File: src/rtl/serial_adder_pkg.sv
// Shared types and defaults for the bit-serial adder.
package serial_adder_pkg;

  localparam int DEFAULT_WIDTH = 8;

  typedef enum logic [1:0] {
    IDLE = 2'd0,
    RUN  = 2'd1,
    DONE = 2'd2
  } state_t;

endpackage

File: src/rtl/fulladder.sv
// Single-bit full adder cell; purely combinational.
module fulladder (
  input  logic x,
  input  logic y,
  input  logic cin,
  output logic s,
  output logic c
);

  assign s = x ^ y ^ cin;
  assign c = (x & y) | (cin & (x ^ y));

endmodule

File: src/rtl/serial_adder.sv
// Bit-serial adder, LSB first through one fulladder; result valid WIDTH cycles after accept.
// Result holds in DONE until out_ready; operands are refused (in_ready=0) outside IDLE.
module serial_adder
  import serial_adder_pkg::*;
#(
  parameter int WIDTH = DEFAULT_WIDTH
) (
  input  logic             clk,
  input  logic             rst_n,
  input  logic             in_valid,
  output logic             in_ready,
  input  logic [WIDTH-1:0] a,
  input  logic [WIDTH-1:0] b,
  input  logic             cin,
  output logic             out_valid,
  input  logic             out_ready,
  output logic [WIDTH-1:0] sum,
  output logic             cout
);

  localparam int CW = $clog2(WIDTH);
  localparam logic [CW-1:0] LAST_BIT = CW'(WIDTH - 1);

  state_t           r_state;
  state_t           w_state_nxt;
  logic [WIDTH-1:0] r_a_sh;
  logic [WIDTH-1:0] r_b_sh;
  logic [WIDTH-1:0] r_sum_sh;
  logic             r_carry;
  logic [CW-1:0]    r_cnt;
  logic             w_s;
  logic             w_c;

  fulladder u_fa (
    .x   (r_a_sh[0]),
    .y   (r_b_sh[0]),
    .cin (r_carry),
    .s   (w_s),
    .c   (w_c)
  );

  always_comb begin
    w_state_nxt = r_state;
    in_ready    = 1'b0;
    out_valid   = 1'b0;
    case (r_state)
      IDLE: begin
        in_ready = 1'b1;
        if (in_valid) w_state_nxt = RUN;
      end
      RUN: begin
        if (r_cnt == LAST_BIT) w_state_nxt = DONE;
      end
      DONE: begin
        out_valid = 1'b1;
        if (out_ready) w_state_nxt = IDLE;
      end
      default: w_state_nxt = IDLE;
    endcase
  end

  always_ff @(posedge clk or negedge rst_n) begin
    if (!rst_n) begin
      r_state  <= IDLE;
      r_a_sh   <= '0;
      r_b_sh   <= '0;
      r_sum_sh <= '0;
      r_carry  <= 1'b0;
      r_cnt    <= '0;
    end else begin
      r_state <= w_state_nxt;
      case (r_state)
        IDLE: begin
          if (in_valid) begin
            r_a_sh   <= a;
            r_b_sh   <= b;
            r_carry  <= cin;
            r_cnt    <= '0;
            r_sum_sh <= '0;
          end
        end
        RUN: begin
          // Sum bits enter at the MSB so the LSB lands in bit 0 after WIDTH shifts.
          r_sum_sh <= {w_s, r_sum_sh[WIDTH-1:1]};
          r_a_sh   <= {1'b0, r_a_sh[WIDTH-1:1]};
          r_b_sh   <= {1'b0, r_b_sh[WIDTH-1:1]};
          r_carry  <= w_c;
          r_cnt    <= r_cnt + CW'(1);
        end
        default: ;
      endcase
    end
  end

  assign sum  = r_sum_sh;
  assign cout = r_carry;

endmodule

File: config.mk
export PLATFORM = sky130hd
export DESIGN_NAME = serial_adder
export DESIGN_NICKNAME = d
export VERILOG_FILES = /design/src/rtl/serial_adder_pkg.sv /design/src/rtl/fulladder.sv /design/src/rtl/serial_adder.sv
export SDC_FILE = /design/constraint.sdc
export NUM_CORES = 1
export LEC_CHECK = 0
export CORE_ASPECT_RATIO = 0.5
export CORE_UTILIZATION = 45
export DETAILED_ROUTE_END_ITERATION = 6
export PLACE_DENSITY = 0.77
export SLEW_MARGIN = 40
export SYNTH_ARGS = -nofsm -noshare
export SYNTH_HDL_FRONTEND = slang
export SYNTH_SLANG_ARGS = --single-unit
File: constraint.sdc
create_clock -name clk -period 1.8 [get_ports clk]
set_clock_uncertainty 0.05 [all_clocks]
set_input_delay 0.27 -clock clk [delete_from_list [all_inputs] [get_ports clk]]
set_output_delay 0.27 -clock clk [all_outputs]
set_load 0.01 [all_outputs]
### Yosys cells after proc, flatten, opt, wreduce, memory -nomap -nowiden

Cells that the tools add are included.

* $add $sub $neg: 1
* reduce and logical (&&, ||, !) cells: 4
* multiplexer cells: 16
* equality and inequality tests: 6
* bitwise gates (word level): 5

Operators with widths (count)
* $pmux W8 S2: 3
* $mux W8: 3
* $mux W2: 3
* $ne A2 B2 Y1 const B: 3
* $pmux W2 S3: 1
* $pmux W3 S2: 1
* $add A3 B1 Y3 const B: 1
* $eq A3 B3 Y1 const B: 1
* $mux W1: 3
* $mux W3: 1
* $reduce_and A3 Y1: 1
* $and A1 B1 Y1: 2
* $eq A2 B1 Y1 const B: 1
* $eq A2 B2 Y1 const B: 1
* $logic_not A2 Y1: 1
* $pmux W1 S2: 1
* $reduce_and A2 Y1: 1
* $reduce_bool A2 Y1: 1
* $xor A1 B1 Y1: 2
* $or A1 B1 Y1: 1

* input bits: 21
* word-level logic and storage cells: 38
* output and inout port bits: 11
* flip-flop bits (word level): 30

### Logic depth before layout (Yosys ltp)

Gate-level depths: netlist (run 1).

* word-level depth: 4
* mapped depth: 5
* gate-level depth less buffers: 4

### Cells and area by module

Synthesis (run 1) repeated with hierarchy kept, for this count alone.

* cells, all modules: 114
* area, all modules: 1337.5 um^2

Modules (own cells, without submodules)
* serial_adder: cells an instance 113, times used 1, sequential area each 750.7 um^2, area each 1317.5 um^2
* fulladder: cells an instance 1, times used 1, sequential area each 0.0 um^2, area each 20.0 um^2

### Worst setup path before layout (run 1)

No wires, ideal clock.

* path kind: register -> register
* start point: register r_carry, in the netlist cout
* end point: register r_carry, in the netlist cout
* setup time: 0.094 ns
* stages on the path, launching flop included: 4
* path buffers: 0
* data arrival time: 1.126 ns
* setup slack: 0.530 ns
* data required time: 1.656 ns
* clock period less this slack: 1.270 ns
* cells stage by stage: dfrtp_1 inv_1 fa_1 a221oi_2

* cells in the longest elaborated chain, start to end: 3

RTL lines
* start: declaration: line serial_adder.sv:29 `logic r_carry;`
* start signal: assignment: line serial_adder.sv:77 `r_carry <= cin;`
* start signal: assignment: line serial_adder.sv:87 `r_carry <= w_c;`
* $and A1 B1 Y1: line fulladder.sv:11 `assign c = (x & y) | (cin & (x ^ y));`
* $or A1 B1 Y1: line fulladder.sv:11
* $pmux W1 S2: line serial_adder.sv:72 `case (r_state)`

No other way between the ends.
A chain may end at the register's enable or synchronous reset.

### Worst setup path after layout (run 1)

* start point: register r_state[0]
* end point: output port out_valid

* cells in the longest elaborated chain, start to end: 2

RTL lines
* start: declaration: line serial_adder.sv:24 `state_t r_state;`
* start signal: assignment: line serial_adder.sv:71 `r_state <= w_state_nxt;`
* $eq A2 B2 Y1: line serial_adder.sv:46 `case (r_state)`
* $mux W1: line serial_adder.sv:46
* end: declaration: line serial_adder.sv:15 `output logic out_valid,`

No other way between the ends.

==> results of run 1 <==
-- per-stage QoR --
| step | setup slack (ns) | utilization (%) | instances | hold WS, ns | area [um2] |
|---|---|---|---|---|---|
| floorplan | 0.530 | - | 118 | -0.0756 | 1360 |
| global placement | 0.104 | 62.7 | 186 | 0.436 | 1710 |
| detailed placement | 0.0892 | 62.7 | 186 | 0.438 | 1710 |
| CTS | 0.0201 | 66.3 | 194 | 0.340 | 1810 |
| global route | 0.0149 | 67.2 | 197 | 0.354 | 1840 |
| finish | 0.0866 | 67.2 | 197 | 0.330 | 1840 |
-- placed cells by master (no fill, tap or decap), types with 2 or more instances in the layout --
cell,instances
nand2_1,5
nor2_1,2
inv_2,2
nand2b_1,3
clkdlybuf4s50_1,30
nor2_2,2
dfrtp_2,2
buf_4,12
o22ai_1,19
ha_1,2
a22o_1,9
o221a_2,2
clkbuf_8,6
dfrtp_1,28
o21ai_0,6
a21oi_1,8
a2bb2oi_1,5
nor2b_1,2
inv_1,3
nand3b_1,2
-- sequential cells by signal, indices dropped and copies added, names as in the netlist --
| register | count |
|---|---|
| cout | 1 |
| r_a_sh | 8 |
| r_b_sh | 8 |
| r_cnt | 3 |
| r_state | 2 |
| sum | 8 |
-- worst reg2reg max path: stages, from the launching register on --
cell and delay, ns:
dfrtp_2 0.44, buf_4 0.16, buf_4 0.15, nand2b_1 0.32
o221a_2 0.36
-- cell families (layout without fill, tap and decap cells) --
kind of cell / count (synthesis) / in the layout / share of synthesized area (%)
buffers and inverters: 14 / 56 / 6.62
flip-flops: 30 / 30 / 55.1
AO/OA/AOI/OAI: 53 / 53 / 27.4
adder cells (fa/ha/maj): 3 / 3 / 3.31
AND/OR/NAND/NOR: 18 / 18 / 7.54
-- routing by layer --
layer	wire [um]	global-route usage, %	vias to the layer above
met5	0	0	-
met4	0	2.68	0
met1	1460	25.9	515
met3	116	6.67	0
met2	1280	31.8	20
li1	-	-	528
-- power groups by stage --
| stage | Combinational, mW | Sequential, mW | Clock [mW] |
|---|---|---|---|
| floorplan | 0.838 | 1.19 | 0 |
| global placement | 1.19 | 1.20 | 0 |
| detailed placement | 1.22 | 1.21 | 0 |
| CTS | 1.23 | 1.20 | 0.560 |
| global route | 1.37 | 1.25 | 0.596 |
| finish | 1.23 | 1.20 | 0.550 |
-- how the worst min path moves through the flow --
stage	end	slack, ns	depth (start not counted)
2_1_floorplan	cout$_DFFE_PN0P_	-0.08	0
3_3_place_gp	sum[0]$_DFFE_PN0P_	0.44	1
3_5_place_dp	sum[0]$_DFFE_PN0P_	0.44	1
4_1_cts	r_b_sh[1]$_DFFE_PN0P_	0.34	2
5_1_grt	r_b_sh[7]$_DFFE_PN0P_	0.35	2
6_report	r_a_sh[5]$_DFFE_PN0P_	0.33	2
-- layout make-up --
class | instances | area [um2] | share of cell area (%)
inverters | 5 | 18.8 | 1.02
well taps | 37 | 46.3 | 2.52
repair buffers | 43 | 403 | 21.9
clock buffers | 7 | 86.3 | 4.70
clock inverters | 1 | 5.00 | 0.273
flip-flops and latches | 30 | 753 | 41.0
multi-input cells | 74 | 523 | 28.5
-- repair_timing --
action | in CTS | in global routing
buffers inserted | 0 | 3
pin swaps | 0 | 0
cloned | 0 | 0
hold endpoints to repair | 0 | 0
setup endpoints to repair | 1 | 2
gates resized for setup | 3 | 1
==> reports/metrics.yaml, run 1 <==
status:
  status: "finished, final reports clean"
pwr:
  switching_power_mw: 1.02
  power_mw: 2.98
  ir_worst_vdd_uv: 755
  power_switching_share_pct: 34.3
  p_per_area_nw_per_um2: 1630
  p_int_mw: 1.96
  clkPwrFrac_pct: 18.4
  cellLeakagePower_nw: 0.806
  p_seq_share_pct: 40.3
  comb_power_share_pct: 41.3
floorplan:
  initial_core_util_pct: 49.8
  core-area_um2: 2730
  die_x_um: 79.8
  io-pin-count: 32
  core.rowCount: 13
  dieArea_um2: 3260
  die_h_um: 40.9
placed_design:
  gp_congestion: 0.769
  dp_hpwl_um: 1990
  io_buffer_count: 31
critical_path:
  crit_chain: "nor2_1 > clkdlybuf4s50_1"
  max_stage_delay_ns: 0.54
  cp-endpoint: "out_valid"
  slowest_stage: "clkdlybuf4s50_1"
  arrival_ns: 1.39
  cpLargestDelayFamily: "buffers and inverters"
  path_buf_inv: 1
  worst-endpoint-required_ns: 1.48
  worst-setup-path-type: "reg -> out"
  cp_max_fo: 7
  end_kind: "primary output"
  rrSetupSlack_ns: 0.19
  timing.rr.end: "r_b_sh[6]$_DFFE_PN0P_"
  reg2regPathDepth: 4
  crit_cells: 2
  reg2reg_from: "r_state[1]$_DFFE_PN0P_"
  crit_path_start_kind: "register"
  cp-startpoint: "r_state[0]$_DFFE_PN0P_"
layout:
  antenna_cells: 0
  area_growth_pct: 34.8
  drive_gt1_share_pct: 18.1
  final.fill_count: 210
  nets: 183
route:
  dr.pass1.iters: 4
  avgRoutedWirePerCell_um: 14.5
  num_vias: 1063
  ant_nets: 0
  wirelength_um: 2860
  drcViolationCount: 0
  drt_iter0_drc: 39
  routed_via_density: 5.40
cts:
  clock_path_buffers: 2
  clkLatencyLatePin_ns: 0.27
  numCtsBuffers: 5
  cts_root_buf: "clkbuf_8"
  cts.sinks: 30
  path_clk_slew_ns: 0.06
  cts_tree: "done"
  ctsHoldBuffers: 0
  h-tree-depth: 2
global_route:
  antenna_found_initial: 0
  grt_pass1_vias: 922
  grt_max_degree: 31
  grt_remaining_overflow: 0
  grt_pass1_wl_um: 4510
  grtUsageTotal_pct: 19.4
synth:
  ys_seq_area_share_pct: 55.1
  synth_flop_cell: "dfrtp_1"
  synth_cell_type_count: 26
  syn-cell-area_um2: 1360
  synth_top_area_share_pct: 55.1
  synth-edff-count: 0
  synthesis.instances: 118
  synth_area_leader_cell: "dfrtp_1"
  synthArstFlopShare_pct: 100
  yosysWarnings: 0
  syn_nets: 142
  synth.most_common_cell: "dfrtp_1"
  synthTopCellsByCount: "dfrtp_1, o22ai_1, a22o_1"
  avgSynthCellArea_um2: 11.5
  ys_top_cells_by_area: "dfrtp_1, o22ai_1, a22o_1"
  ys_seq_elements: 30
sta:
  timing.slew.headroom_pct: 51.7
  tightest_slew_ns: 0.723
  tns_ns: 0
  slew_violations: 0
  rsz0062_at_grt: "false"
  setup_viol: 0
  hold_viol: 0
  max_freq_mhz: 584
  period_share_pct: 95.2
  layout_min_cycle_time_ns: 1.71
job:
  drv_cap: 0
hold_path:
  min_path_type: "in -> async"
No activity file was read; power rests on OpenSTA's default activity.
==> inputs of run 2 (changes only) <==
- ABC_AREA: default -> 1
- GPL_TIMING_DRIVEN: default -> 0
- PLACE_DENSITY: 0.77 -> 0.76
- SLEW_MARGIN: 40 -> default
==> run 2 against run 1 <==
  * Largest power group unchanged
  * Critical path depth grew 2
  * Critical endpoint is now in_ready
  * Combinational power increased by 15%
  * Wire length decreased by 1.2%
  * First-iteration DRC count up 44%
  * Synthesized area increased by 9.5%
  * Core utilization fell by 3.9 points
  * The run now ends with negative hold slack left
  * Die area increased by 9.1%
  * Non-clock buffer count fell by 5
==> reports/metrics.yaml, run 2 <==
cts:
  clkLatencyLatePin_ns: 0.29  # +0.02 ns
  postCtsSetupRepairBufs: 0  # unchanged
  cts_tree: "done"
  clock_path_buffers: 2  # unchanged
  cts_root_buf: "clkbuf_8"
  h-tree-depth: 2  # unchanged
  cts.sinks: 30  # unchanged
  path_clk_slew_ns: 0.07  # about the same
  numCtsBuffers: 5  # unchanged
  ctsHoldBuffers: 0  # unchanged
synth:
  synth-edff-count: 0  # unchanged
  synth.most_common_cell: "nand2_1"
  ys_seq_area_share_pct: 50.4  # -4.8 points
  synth_top_area_share_pct: 50.4  # -4.8 points
  synth_flop_cell: "dfrtp_1"
  syn-cell-area_um2: 1490  # +9.5%
  syn_nets: 217  # +53%
  synthTopCellsByCount: "nand2_1, inv_1, dfrtp_1"
  yosysWarnings: 0  # unchanged
  ys_top_cells_by_area: "dfrtp_1, nand2_1, inv_1"
  avgSynthCellArea_um2: 7.72  # -33%
  synth_cell_type_count: 19  # -27%
  ys_seq_elements: 30  # unchanged
  synth_area_leader_cell: "dfrtp_1"
  synthArstFlopShare_pct: 100  # unchanged
  synthesis.instances: 193  # +64%
global_route:
  antenna_found_initial: 0  # unchanged
  grt_max_degree: 31  # unchanged
  grt_pass1_wl_um: 4940  # +9.5%
  grtUsageTotal_pct: 18.6  # -0.73 points
  grt_pass1_vias: 1113  # +21%
  grt_remaining_overflow: 0  # unchanged
critical_path:
  slowest_stage: "dfrtp_1"
  cpLargestDelayFamily: "buffers and inverters"
  worst-endpoint-required_ns: 1.48  # about the same
  path_buf_inv: 3  # +2
  max_stage_delay_ns: 0.38  # -0.16 ns
  end_kind: "primary output"
  arrival_ns: 1.39  # about the same
  crit_chain: "buf_6 > buf_2 > nor2_4 > clkdlybuf4s15_1"
  worst-setup-path-type: "reg -> out"
  cp_max_fo: 10  # +3
  crit_path_start_kind: "register"
route:
  ant_nets: 0  # unchanged
  drt_iter0_drc: 56  # +44%
  routed_via_density: 4.59  # -15%
  drcViolationCount: 0  # unchanged
  avgRoutedWirePerCell_um: 10.4  # -28%
  wirelength_um: 2830  # -1.2%
  num_vias: 1248  # +17%
  dr.pass1.iters: 5  # +1
sta:
  setup_viol: 0  # unchanged
  timing.slew.headroom_pct: 56.0  # +4.3 points
  tightest_slew_ns: 0.659  # -0.0632 ns
  layout_min_cycle_time_ns: 1.71  # +0.0000781 ns
  rsz0062_at_grt: "false"
  hold_viol: 30  # +30
  fin_ws_ns: 0.0865  # -0.0000781 ns
  holdWs_ns: -0.0472  # -0.378 ns
  slew_violations: 0  # unchanged
  period_share_pct: 95.2  # about the same
  max_freq_mhz: 584  # about the same
  tns_ns: 0  # unchanged
pwr:
  ir_worst_vdd_uv: 714  # -5.4%
  cellLeakagePower_nw: 1.08  # +33%
  p_per_area_nw_per_um2: 1620  # -0.44%
  power_mw: 3.16  # +5.8%
floorplan:
  core.rowCount: 14  # +1
  die_h_um: 42.7  # +4.4%
  initial_core_util_pct: 48.3  # -1.5 points
  core-area_um2: 3080  # +13%
  dieArea_um2: 3560  # +9.1%
  io-pin-count: 32  # unchanged
  die_x_um: 83.4  # +4.5%
placed_design:
  placed_cell_area_um2: 1850  # +8.0%
  dp.cells: 264  # +42%
  gp_congestion: 0.737  # -4.2%
  place_ws_ns: -0.167  # -0.256 ns
  io_buffer_count: 31  # unchanged
  dp_hpwl_um: 1970  # -1.2%
layout:
  layoutNonFillerInstCount: 272  # +38%
  nets: 255  # +39%
  fin_area_um2: 1950  # +6.3%
  drive_gt1_share_pct: 9.91  # -8.2 points
  most-common-layout-cells: "nand2_1, inv_1, dfrtp_1, clkdlybuf4s50_1, nand3_1"
  area_growth_pct: 30.9
  final.fill_count: 276  # +31%
  final_common_cell: "nand2_1"
  antenna_cells: 0  # unchanged
status:
  status: "complete, but fails checks"
  violations: "negative hold slack"
job:
  drv_cap: 0  # unchanged
hold_path:
  min_path_type: "in -> async"
-- run 2: cell count changes after synthesis, moves of 3 or more --
cell / delta
a22o_1: -9
nand2b_1: -3
a2bb2oi_1: -5
nand3_1: +19
nand2_1: +82
o21ai_0: -3
o22ai_1: -19
inv_1: +29
a21oi_1: -6
-- run 2: cells by family after synthesis --
family                   count (synthesis)  synth area share, %
AND/OR/NAND/NOR                        113                 31.4
buffers and inverters                   40                 11.9
adder cells (fa/ha/maj)                  3                 3.02
AO/OA/AOI/OAI                            7                 3.27
flip-flops                              30                 50.4
-- run 2: layout make-up --
type                       instances  area, um2  area share [%]
sequential                        30        751            38.5
multi-input combinational        123        569            29.2
timing repair buffer              31        304            15.6
inverter                          33        124            6.35
clock buffer                       6       82.6            4.23
buffer                             7       57.6            2.95
tap                               40       50.0            2.57
clock inverter                     2       12.5           0.641
-- run 2: final timing paths --
check / start / slack (ns) / cells past startpoint / endpoint
setup reg to reg: r_state[1]$_DFFE_PN0P_ / 0.51 / 6 / r_b_sh[2]$_DFFE_PN0P_
hold reg to reg: sum[0]$_DFFE_PN0P_ / 0.42 / 2 / sum[0]$_DFFE_PN0P_
setup / recovery: r_state[0]$_DFFE_PN0P_ / 0.09 / 4 / in_ready
max in group asynchronous: rst_n / 1.30 / 1 / r_a_sh[2]$_DFFE_PN0P_
hold / removal: rst_n / -0.05 / 1 / r_cnt[1]$_DFFE_PN0P_
min in group clk: sum[0]$_DFFE_PN0P_ / 0.42 / 2 / sum[0]$_DFFE_PN0P_
-- run 2: power breakdown --
part	leakage (nW)	internal (mW)	total, mW	switching (mW)
logic	0.656	0.642	1.42	0.781
clock network	0.0472	0.307	0.564	0.257
registers	0.372	0.988	1.17	0.183
-- run 2: timing repair --
action / 4_1_cts / 5_1_grt
gates cloned: 0 / 0
endpoints found under the setup margin: 2 / 1
resized for setup: 5 / 2
-- run 2: worst reg2reg max path: cells and delay by family (launching register included) --
family / cells / cell delay [ns]
buffers and inverters: 2 / 0.34
flip-flops: 1 / 0.43
AND/OR/NAND/NOR: 4 / 0.40
-- run 2: stage by stage --
stage | hold WS [ns] | utilization, %
2_1_floorplan | -0.0756 | -
3_5_place_dp | 0.408 | 60.0
6_report | -0.0472 | 63.3
3_3_place_gp | 0.405 | 60.0
5_1_grt | 0.0120 | 63.3
4_1_cts | 0.426 | 63.2
-- run 2: routing by layer --
metal	vias up	wire length, um	track usage [%]
li1	653	-	-
met4	0	18	8.28
met5	-	0	0
met1	566	1440	24.5
met2	26	1260	28.9
met3	3	113	5.84
==> inputs of run 3 (changes only) <==
- CTS_CLUSTER_DIAMETER: default -> 120
==> results of run 3 <==
Final layout, timing and power as in run 2 (identical DEF).
